## src/rtl/ahb_region_sel_pkg.sv

```systemverilog
// ahb_region_sel_pkg: shared AHB constants and default-slave state encoding.
package ahb_region_sel_pkg;
   typedef enum logic [1:0] {DS_IDLE, DS_ERR1, DS_ERR2} dsstate_t;
   localparam logic [1:0] AHB_HTRANS_NONSEQ = 2'b10;
endpackage

```

## src/rtl/ahb_region_sel_default_slave.sv

```systemverilog
// ahb_default_slave: two-cycle AHB ERROR response for accesses that hit no region.
module ahb_default_slave
   import ahb_region_sel_pkg::*;
(
   input  logic clk,
   input  logic reset,
   input  logic AccUnmapped,
   output logic HREADYDS,
   output logic HRESPDS
);
   dsstate_t r_state;
   dsstate_t w_next;
   always_ff @(posedge clk)
      if (reset) r_state <= DS_IDLE;
      else       r_state <= w_next;
   // ERR2 is itself an address-phase cycle, so a new unmapped access re-enters ERR1 directly
   always_comb begin
      w_next   = r_state;
      HREADYDS = 1'b1;
      HRESPDS  = 1'b0;
      w_next   = (r_state == DS_ERR1) ? DS_ERR2 : AccUnmapped ? DS_ERR1 : DS_IDLE;
      HREADYDS = (r_state != DS_ERR1);
      HRESPDS  = (r_state != DS_IDLE);
   end
endmodule

```

## src/rtl/ahb_region_sel.sv

```systemverilog
// ahb_region_sel: priority slave select from region hits, data-phase select register
// and slave response mux, with the built-in default slave for unmapped addresses.
module ahb_region_sel
   import ahb_region_sel_pkg::*;
#(
   parameter int XLEN = 64,
   parameter int NREG = 13
) (
   input  logic                     clk,
   input  logic                     reset,
   input  logic [1:0]               HTRANS,
   input  logic [NREG-1:0]          SelRegions,
   input  logic [NREG-2:0]          HREADYOUTS,
   input  logic [NREG-2:0]          HRESPS,
   input  logic [(NREG-1)*XLEN-1:0] HRDATAS,
   output logic [NREG-2:0]          HSEL,
   output logic [NREG-1:0]          HSELD,
   output logic                     HREADY,
   output logic                     HRESP,
   output logic [XLEN-1:0]          HRDATA
);
   logic [NREG-2:0] w_hits;
   logic [NREG-2:0] w_lowest;
   logic            w_acc;
   logic            w_mapped;
   logic            w_acc_unmapped;
   logic            w_hreadyds;
   logic            w_hrespds;
   logic            w_hready;
   logic            w_hresp;
   logic [XLEN-1:0] w_hrdata;
   logic            w_unused;
   logic [NREG-1:0] r_hseld;
   // bit 0 of SelRegions is redundant: unmapped is recomputed from the slave hits
   assign w_unused       = SelRegions[0];
   assign w_hits         = SelRegions[NREG-1:1];
   assign w_lowest       = w_hits & (-w_hits);
   assign w_mapped       = |w_hits;
   assign w_acc          = |(HTRANS & AHB_HTRANS_NONSEQ) & w_hready;
   assign w_acc_unmapped = w_acc & ~w_mapped;
   assign HSEL           = w_acc ? w_lowest : '0;
   always_ff @(posedge clk)
      if (reset)         r_hseld <= '0;
      else if (w_hready) r_hseld <= {HSEL, w_acc_unmapped};
   ahb_default_slave u_ds (
      .clk         (clk),
      .reset       (reset),
      .AccUnmapped (w_acc_unmapped),
      .HREADYDS    (w_hreadyds),
      .HRESPDS     (w_hrespds)
   );
   always_comb begin
      w_hready = 1'b1;
      w_hresp  = 1'b0;
      w_hrdata = '0;
      if (r_hseld[0]) begin
         w_hready = w_hreadyds;
         w_hresp  = w_hrespds;
      end
      for (int i = 1; i < NREG; i++)
         if (r_hseld[i]) begin
            w_hready = HREADYOUTS[i-1];
            w_hresp  = HRESPS[i-1];
            w_hrdata = HRDATAS[(i-1)*XLEN +: XLEN];
         end
   end
   assign HSELD  = r_hseld;
   assign HREADY = w_hready;
   assign HRESP  = w_hresp;
   assign HRDATA = w_hrdata;
   a_hseld_onehot: assert property (@(posedge clk) disable iff (reset) $onehot0(r_hseld));
endmodule
```

## config.mk

```make
export PLATFORM = sky130hd
export DESIGN_NAME = ahb_region_sel
export DESIGN_NICKNAME = d
export VERILOG_FILES = /design/src/rtl/ahb_region_sel_pkg.sv /design/src/rtl/ahb_region_sel_default_slave.sv /design/src/rtl/ahb_region_sel.sv
export SDC_FILE = /design/constraint.sdc
export NUM_CORES = 1
export LEC_CHECK = 0
export CAP_MARGIN = 20
export CORE_AREA = 2 2 353 355
export CTS_CLUSTER_DIAMETER = 200
export DETAILED_ROUTE_END_ITERATION = 8
export DIE_AREA = 0 0 355 357
export PLACE_DENSITY = 0.34
export SYNTH_ARGS = -nofsm -noshare
export SYNTH_HDL_FRONTEND = slang
export SYNTH_HIERARCHICAL = 1
export SYNTH_SLANG_ARGS = --single-unit
```

## constraint.sdc

```tcl
create_clock -name clk -period 3.2 [get_ports clk]
set_input_delay 0.64 -clock clk [delete_from_list [all_inputs] [get_ports clk]]
set_output_delay 0.64 -clock clk [all_outputs]
set_load 0.01 [all_outputs]
```

Word-level counts from Yosys, hierarchy flattened --
Cells that the tools add are included. Widths: inputs -> output; s select.
Operators by class: equality and inequality tests 2, reduce and logical (&&, ||, !) cells 3, bitwise logic cells 4, $add $sub $neg 1, multiplexer cells 41
Operators by type and width (count):
- $mux 64 | 12
- $mux 1 | 27
- $and 12x12->12 | 1
- $mux 12 | 1
- $neg 12->12 | 1
- $reduce_or 12->1 | 1
- $and 1x1->1 | 2
- $eq 2x1->1 const B | 1
- $mux 2 | 1
- $ne 2x1->1 const B | 1
- $reduce_bool 2->1 | 1
- $reduce_or 2->1 | 1
- $not 1->1 | 1
Word-level totals: output and inout bits 91, register bits after elaboration 15, bits of input ports 809

Depth between registers and ports, before layout --
Gate-level depths: netlist of run 1.
depth in word-level cells 18, depth in mapped cells 10

By module --
The synthesis of run 1 kept the hierarchy.
Modules (own cells, without submodules):
- ahb_region_sel | times used 1, cells each 1053, area an instance 7038.0 um^2, seq. area each 260.2 um^2
- ahb_default_slave | times used 1, cells each 6, area an instance 72.6 um^2, seq. area each 40.0 um^2

Worst setup path before layout of run 1 --
Ideal clock, no wire load.
kind input-to-output, start input port SelRegions[3], end output port HSEL[11], cell stages on the path 6, setup slack 0.393 ns, arrival 2.167 ns, path through or4b_4 or4_1 buf_2 nor4_2 o21ai_1 inv_1
Between the ends: word-level cells in the longest chain between the ends 3
RTL lines:
- start: declaration | line ahb_region_sel.sv:12 | input logic [NREG-1:0] SelRegions,
- $neg 12->12 | line ahb_region_sel.sv:37 | assign w_lowest = w_hits & (-w_hits);
- $and 12x12->12 | line ahb_region_sel.sv:37
- $mux 12 | line ahb_region_sel.sv:41 | assign HSEL = w_acc ? w_lowest : '0;
- end: declaration | line ahb_region_sel.sv:16 | output logic [NREG-2:0] HSEL,
Every way passes these cells.

Worst setup path in the final report of run 1 --
start register r_hseld[2] (netlist: HSELD[2]), end output port HRDATA[48]
Between the ends: word-level cells in the longest chain between the ends 11
RTL lines:
- start: declaration | line ahb_region_sel.sv:33 | logic [NREG-1:0] r_hseld;
- start signal: assignment | line ahb_region_sel.sv:44 | else if (w_hready) r_hseld <= {HSEL, w_acc_unmapped};
- $mux 64 (11 in series) | line ahb_region_sel.sv:61 | if (r_hseld[i]) begin
- end: declaration | line ahb_region_sel.sv:20 | output logic [XLEN-1:0] HRDATA
Every way passes these cells.

==> impl_metrics.json, run 1 <==
{
  "slew_violations": 0,
  "cts_buffers": 3,
  "relSlewSlack_pct": 55.5,
  "tns_ps": 0,
  "pin_count": 900,
  "nNetsFinal": 2926,
  "synth-edff-count": 0,
  "cts_hold_buf": 0,
  "fin_hold_ws_ps": 490,
  "finalCritPeriodShare_pct": 99.2,
  "fmax_ghz": 0.315,
  "path_clk_slew_ps": 50,
  "ys_ff_latch": 15,
  "worstMarginPinSlew_ps": 668,
  "place_ws_ps": -853,
  "drc": 0,
  "dr.first_iter.drc_count": 719,
  "fp-row-count": 129,
  "yosysWarnings": 6,
  "dp.final_hpwl_mm": 90.9,
  "antenna_left": 0,
  "min-delay-start": "u_ds/r_state[0]$_SDFF_PP0_",
  "drive_gt1_share_pct": 28.0,
  "ys_seq_area_share_pct": 4.22,
  "placed_cells": 3695,
  "clk_path_buf_depth": 2,
  "grt_max_degree": 60,
  "via_per_inst": 3.77,
  "crit_slowest_cell": "a2111oi_2",
  "ys_types": 53,
  "r2r_setup_slack_ps": 250,
  "fill_cells": 13900,
  "ir_worst_vdd_v": 0.000178,
  "clockRootBuffer": "clkbuf_16",
  "totalWireLength_mm": 107,
  "cap_violations": 0,
  "cpMostUsedCell": "buf_12",
  "area_growth_pct": 207,
  "async_flop_share_pct": 0,
  "final_cell_mix": "clkdlybuf4s50_1 (810), buf_4 (232), nor2b_1 (132), nor3_1 (112), o22ai_1 (109)",
  "max_stage_delay_ps": 440,
  "critPathTopFamily": "compound AO/OA/AOI/OAI gates",
  "fin_skew_ps": 1.58,
  "netlist_area_um2": 7110,
  "grt_setup_unrepaired": "yes",
  "avgSynthCellArea_um2": 6.71,
  "clkSinkCount": 15,
  "path_cells": "buf_12 > buf_12 > a221oi_1 > nor3_2 > a2111oi_2 > buf_4 > o22ai_1 > dlygate4sd2_1",
  "initial_core_util_pct": 5.78,
  "h-tree-depth": 1,
  "ff_latch_area_um2": 327,
  "place_congestion": 0.860,
  "core_area_um2": 123000,
  "reg2reg_depth": 17,
  "ys.flop_type": "dfxtp_1",
  "antenna_found_initial": 34,
  "die_w_um": 355,
  "holdPathStages": 2,
  "grt_pass1_wl_mm": 137,
  "clkLatencyLatePin_ps": 250,
  "hold_viol": 0,
  "report.final.setup_viol": 0,
  "track_usage_pct": 15.7,
  "powerDensity_nw_per_um2": 107,
  "hp-class": "register to register",
  "p_clk_share_pct": 10.6,
  "synthCells": 1059,
  "wl_per_cell_um": 28.5,
  "layout_commonest_cell": "clkdlybuf4s50_1",
  "startpoint_type": "register",
  "seq_power_share_pct": 8.0,
  "arrival_ps": 2540,
  "vias": 14200,
  "cp-end-kind": "output port",
  "leakagePower_nw": 8.35,
  "syn_nets": 1868,
  "p_sw_w": 0.000756,
  "status": "finished, final reports clean",
  "p_int_w": 0.00159,
  "period_minus_slack_ps": 3180,
  "finalPower_w": 0.00234,
  "rr_startpoint": "HSELD[2]$_SDFFE_PP0N_",
  "worst-setup-path-type": "register to output port",
  "overflow": 0,
  "holdPathEnd": "u_ds/r_state[1]$_SDFF_PP0_",
  "crit_buf_inv": 4,
  "fp.dieH_um": 357,
  "critPathMaxFanout": 31,
  "p_comb_share_pct": 81.4,
  "instances_no_fill": 3760,
  "worst_r2r_endpoint": "HSELD[12]$_SDFFE_PP0N_",
  "cp_data_required_time_ps": 2560,
  "switching_share_pct": 32.2,
  "multi_input_area_um2": 7320,
  "io_buffers": 897,
  "cts_tree": "yes",
  "dieArea_um2": 127000,
  "grt_pass1_vias": 14800,
  "fin_ws_ps": 24.6,
  "first_pass_iters": 5
}
[registers in the layout, indices dropped and copies added (netlist names)]
signal        count
HSELD            13
u_ds/r_state      2
[cell usage after synthesis, types with 2 or more instances]
library cell / n / area share [%]
a2111oi_0: 66 / 8.1
a21oi_1: 80 / 5.6
a221oi_1: 65 / 8.0
a22o_1: 64 / 7.9
and3b_1: 2 / 0.25
buf_1: 12 / 0.63
buf_2: 21 / 1.5
clkbuf_1: 108 / 5.7
dfxtp_1: 15 / 4.2
inv_1: 22 / 1.2
inv_2: 2 / 0.11
nand2_1: 7 / 0.37
nand2b_1: 3 / 0.26
nand3_1: 9 / 0.63
nor2_1: 7 / 0.37
nor2b_1: 135 / 12
nor3_1: 128 / 9.0
nor3b_1: 3 / 0.32
nor4_1: 2 / 0.18
nor4b_1: 4 / 0.49
o21ai_0: 4 / 0.28
o21ai_1: 13 / 0.91
o221a_2: 63 / 10
o22ai_1: 129 / 11
or3_1: 2 / 0.18
or4_1: 66 / 7.0
[metal layers]
layer	track usage [%]	vias up	wire (um)
met5	0	-	92
met4	1.10	16	815
met3	2.87	62	6570
met2	28.5	608	53800
met1	20.0	6915	45800
li1	-	6582	-
[logic make-up (layout without fill, tap and decap cells)]
group | Yosys count | count (layout) | share of synthesized area, %
other | 0 | 7 | 0
DFF | 15 | 15 | 4.22
buffers and inverters | 166 | 1223 | 9.19
AOI/OAI and AO/OA | 498 | 498 | 54.1
and+or+nand+nor | 380 | 380 | 32.5
[metrics by stage]
| step | utilization [%] | cell area (um^2) |
|---|---|---|
| 2_1_floorplan | - | 7110 |
| 3_3_place_gp | 16.3 | 20100 |
| 3_5_place_dp | 16.3 | 20100 |
| 4_1_cts | 17.4 | 21400 |
| 5_1_grt | 17.7 | 21800 |
| 6_report | 17.7 | 21800 |
[worst reg2reg max path, delay by kind of cell (launching register included)]
kind	cells	cell delay [ps]
buf+inv	12	1630
compound gates	4	670
flops	1	360
simple gates	1	220
[timing repair]
item / 4_1_cts / 5_1_grt
setup endpoints to repair: 74 / 67
buffers inserted: 50 / 4
gates resized for setup: 314 / 127
pin swaps: 38 / 22
cloned: 2 / 2
[how the worst max path moves through the flow]
stage	startpoint	end	slack [ps]	depth (start not counted)
6_report	HSELD[2]$_SDFFE_PP0N_	HRDATA[48]	20	8
3_3_place_gp	HRDATAS[114]	HRDATA[50]	-1180	7
5_1_grt	HRDATAS[48]	HRDATA[48]	-30	7
2_1_floorplan	SelRegions[3]	HSEL[11]	390	6
3_5_place_dp	HRDATAS[109]	HRDATA[45]	-850	8
4_1_cts	HSELD[8]$_SDFFE_PP0N_	HRDATA[41]	-80	10
[cell type report]
type	instances	area share, %
sequential	15	1.50
timing repair buffer	1195	54.7
antenna	7	0.0803
inverter	24	0.430
clock inverter	1	0.0229
multi-input combinational	878	33.5
tap	1637	9.39
clock buffer	3	0.344
[power groups by stage]
stage / Clock (W) / Sequential [W] / Combinational (W)
floorplan: 0 / 0.000195 / 0.000257
global placement: 0 / 0.000193 / 0.00184
detailed placement: 0 / 0.000193 / 0.00184
CTS: 0.000254 / 0.000189 / 0.00191
global route: 0.000261 / 0.000189 / 0.00201
finish: 0.000248 / 0.000188 / 0.00191
No activity file was read; power rests on OpenSTA's default activity.
==> run 2: changes to the inputs <==
- CORE_AREA: 2 2 353 355 -> 2 2 348 350
- DIE_AREA: 0 0 355 357 -> 0 0 350 352
- PLACE_DENSITY: 0.34 -> 0.35
- SYNTH_HIERARCHICAL: 1 -> unset
==> run 2 against run 1 <==
The run now ends with setup timing left. Clock power rose by 2%. Clock skew grew 1.3 ps. Synthesized cell count up 26%. Global-route usage up 0.76 points. Flip-flop and latch count stayed put. Worst hold slack improved by 82 ps. Clock-buffer cell count rose by 1. Synthesized area increased by 11%. Sequential share of layout area increased by 0.098 points. Largest power group unchanged. Highest routed layer unchanged.
==> impl_metrics.json, run 2 <==
{
  "grt_pass1_wl_mm": 140,
  "cap_violations": 0,
  "vias": 15700,
  "arrival_ps": 2560,
  "grt_setup_unrepaired": "yes",
  "totalWireLength_mm": 108,
  "period_minus_slack_ps": 3200,
  "cts_tree": "yes",
  "grt_pass1_vias": 15600,
  "cp_data_required_time_ps": 2560,
  "largest_reg_flops": 13,
  "critPathMaxFanout": 1,
  "core_area_um2": 119000,
  "holdPathEnd": "HSELD[0]$_SDFFE_PP0N_",
  "h-tree-depth": 1,
  "track_usage_pct": 16.5,
  "startpoint_type": "primary input",
  "placed_cells": 3889,
  "hp-class": "register to register",
  "leakagePower_nw": 7.84,
  "powerDensity_nw_per_um2": 113,
  "synth_top_area_cell": "a221oi_1",
  "die_w_um": 350,
  "reg2reg_depth": 9,
  "fin_skew_ps": 2.91,
  "cts_hold_buf": 0,
  "place_congestion": 0.878,
  "fin_ws_ps": -2.61,
  "layout_commonest_cell": "clkdlybuf4s50_1",
  "relSlewSlack_pct": 47.2,
  "fp.dieH_um": 352,
  "clkSinkCount": 15,
  "instances_no_fill": 3914,
  "fp-row-count": 127,
  "overflow": 0,
  "clk_path_buf_depth": 2,
  "initial_core_util_pct": 6.59,
  "worst_r2r_endpoint": "HSELD[9]$_SDFFE_PP0N_",
  "avgSynthCellArea_um2": 5.91,
  "worst-setup-path-type": "primary input to output port",
  "drc": 0,
  "netlist_area_um2": 7870,
  "dieArea_um2": 123000,
  "first_pass_iters": 5,
  "nNetsFinal": 3102,
  "wl_per_cell_um": 27.7,
  "synthCells": 1331,
  "violations": "setup timing",
  "status": "finished with violations",
  "worstMarginPinSlew_ps": 793,
  "grt_max_degree": 67,
  "cts_buffers": 3,
  "min-delay-start": "HSELD[0]$_SDFFE_PP0N_",
  "antenna_left": 0,
  "syn_nets": 2140,
  "path_clk_slew_ps": 50,
  "synth_area_leaders": "a221oi_1 (22%), o22ai_1 (10%), nor2_1 (9.8%)",
  "pin_count": 900,
  "ys_ff_latch": 15,
  "ys_types": 49,
  "slew_violations": 0,
  "async_flop_share_pct": 0,
  "fill_cells": 13600,
  "r2r_setup_slack_ps": 750,
  "fin_hold_ws_ps": 572,
  "area_growth_pct": 168,
  "wl_met1_mm": 44.8,
  "hold_viol": 0,
  "wl_met3_mm": 7.90,
  "via_per_inst": 4.00,
  "final_cell_mix": "clkdlybuf4s50_1 (820), nor2_1 (204), buf_4 (191), a221oi_1 (142), a21oi_1 (132)",
  "rr_startpoint": "HSELD[2]$_SDFFE_PP0N_",
  "holdPathStages": 2,
  "clockRootBuffer": "clkbuf_16",
  "ys_top_cells_by_count": "nor2_1 (205), a221oi_1 (194), a21oi_1 (132)",
  "yosysMostFrequentCell": "nor2_1",
  "ir_worst_vdd_v": 0.000100,
  "io_buffers": 897,
  "cp-end-kind": "output port",
  "ys_seq_area_share_pct": 3.82,
  "report.final.setup_viol": 1,
  "fmax_ghz": 0.312,
  "yosysWarnings": 0,
  "dr.max_layer_used": "met5",
  "dr.first_iter.drc_count": 986,
  "ys.flop_type": "dfxtp_1",
  "synth.top_cell.area_share_pct": 21.6,
  "drive_gt1_share_pct": 16.4,
  "synth-edff-count": 0,
  "dr_wl_met2_mm": 54.4,
  "dp.final_hpwl_mm": 92.7,
  "finalCritPeriodShare_pct": 100,
  "antenna_found_initial": 60,
  "clkLatencyLatePin_ps": 250
}
-- run 2: changes by cell type in the layout (fill, tap and decap cells not counted), sizes merged, moves of 50 or more --
cell	before	now
nor2	8	205
a221oi	65	194
buf	327	242
a2111oi	67	1
nor2b	135	70
o31ai	1	66
o221a	64	0
a22o	64	1
nor3	128	67
a21oi	81	134
inv	23	73
-- run 2: final cells by class --
class / instances / area [um^2] / area share [%]
Antenna cell: 10 / 25.0 / 0.119
Clock buffer: 4 / 78.8 / 0.374
Inverter: 74 / 284 / 1.35
Multi-Input combinational cell: 1084 / 7290 / 34.6
Sequential cell: 15 / 337 / 1.60
Tap cell: 1612 / 2020 / 9.56
Timing Repair Buffer: 1115 / 11100 / 52.5
-- run 2: timing repair --
action,4_1_cts,5_1_grt
gates resized for setup,152,78
pin swaps,16,19
setup buffers,8,1
gates cloned,1,1
endpoints found under the setup margin,73,52
-- run 2: logic make-up (layout without fill, tap and decap cells) --
| family | after synthesis | in the layout | synth area share, % |
|---|---|---|---|
| flip-flops | 15 | 15 | 3.82 |
| other | 0 | 10 | 0 |
| AO/OA/AOI/OAI | 621 | 621 | 54.9 |
| buffers and inverters | 232 | 1193 | 11.4 |
| AND/OR/NAND/NOR | 463 | 463 | 30.0 |
-- run 2: routing by layer --
metal / vias up / global-route usage (%)
li1: 7231 / -
met1: 7546 / 20.2
met2: 739 / 30.0
met3: 100 / 3.77
met4: 40 / 1.17
met5: - / 0
-- run 2: worst max-delay path by stage --
stage | cells past startpoint | startpoint | to | slack [ps]
detailed placement | 6 | HRDATAS[44] | HRDATA[44] | -550
finish | 7 | HRDATAS[78] | HRDATA[14] | -3
CTS | 11 | HSELD[1]$_SDFFE_PP0N_ | HRDATA[41] | -30
global route | 12 | HSELD[1]$_SDFFE_PP0N_ | HRDATA[63] | -50
floorplan | 6 | HREADYOUTS[6] | HSEL[6] | 520
global placement | 7 | HRDATAS[101] | HRDATA[37] | -580
-- run 2: power breakdown --
part	total (W)	internal (W)	switching, W
Sequential	0.000186	0.000182	0.00000358
Clock	0.000254	0.000169	0.0000846
Combinational	0.00194	0.00125	0.000684
Total	0.00238	0.00161	0.000772
-- run 2: worst max-delay path, cell delays in order --
cell and delay, ps:
clkdlybuf4s50_1 490, a221oi_1 340, o31ai_1 130, a221oi_2 360, buf_4 180, o21ai_0 100, dlygate4sd2_1 330
-- run 2: through the flow --
| step | setup WS [ps] | area [um^2] | utilization [%] | power (W) | setup TNS (ps) |
|---|---|---|---|---|---|
| 2_1_floorplan | 516 | 7870 | - | 0.000497 | 0 |
| 3_3_place_gp | -581 | 20300 | 17.0 | 0.00210 | -14570 |
| 3_5_place_dp | -550 | 20300 | 17.0 | 0.00210 | -14440 |
| 4_1_cts | -30.9 | 20800 | 17.5 | 0.00239 | -89.4 |
| 5_1_grt | -45.8 | 21100 | 17.7 | 0.00250 | -83.8 |
| 6_report | -2.61 | 21100 | 17.7 | 0.00238 | -2.61 |
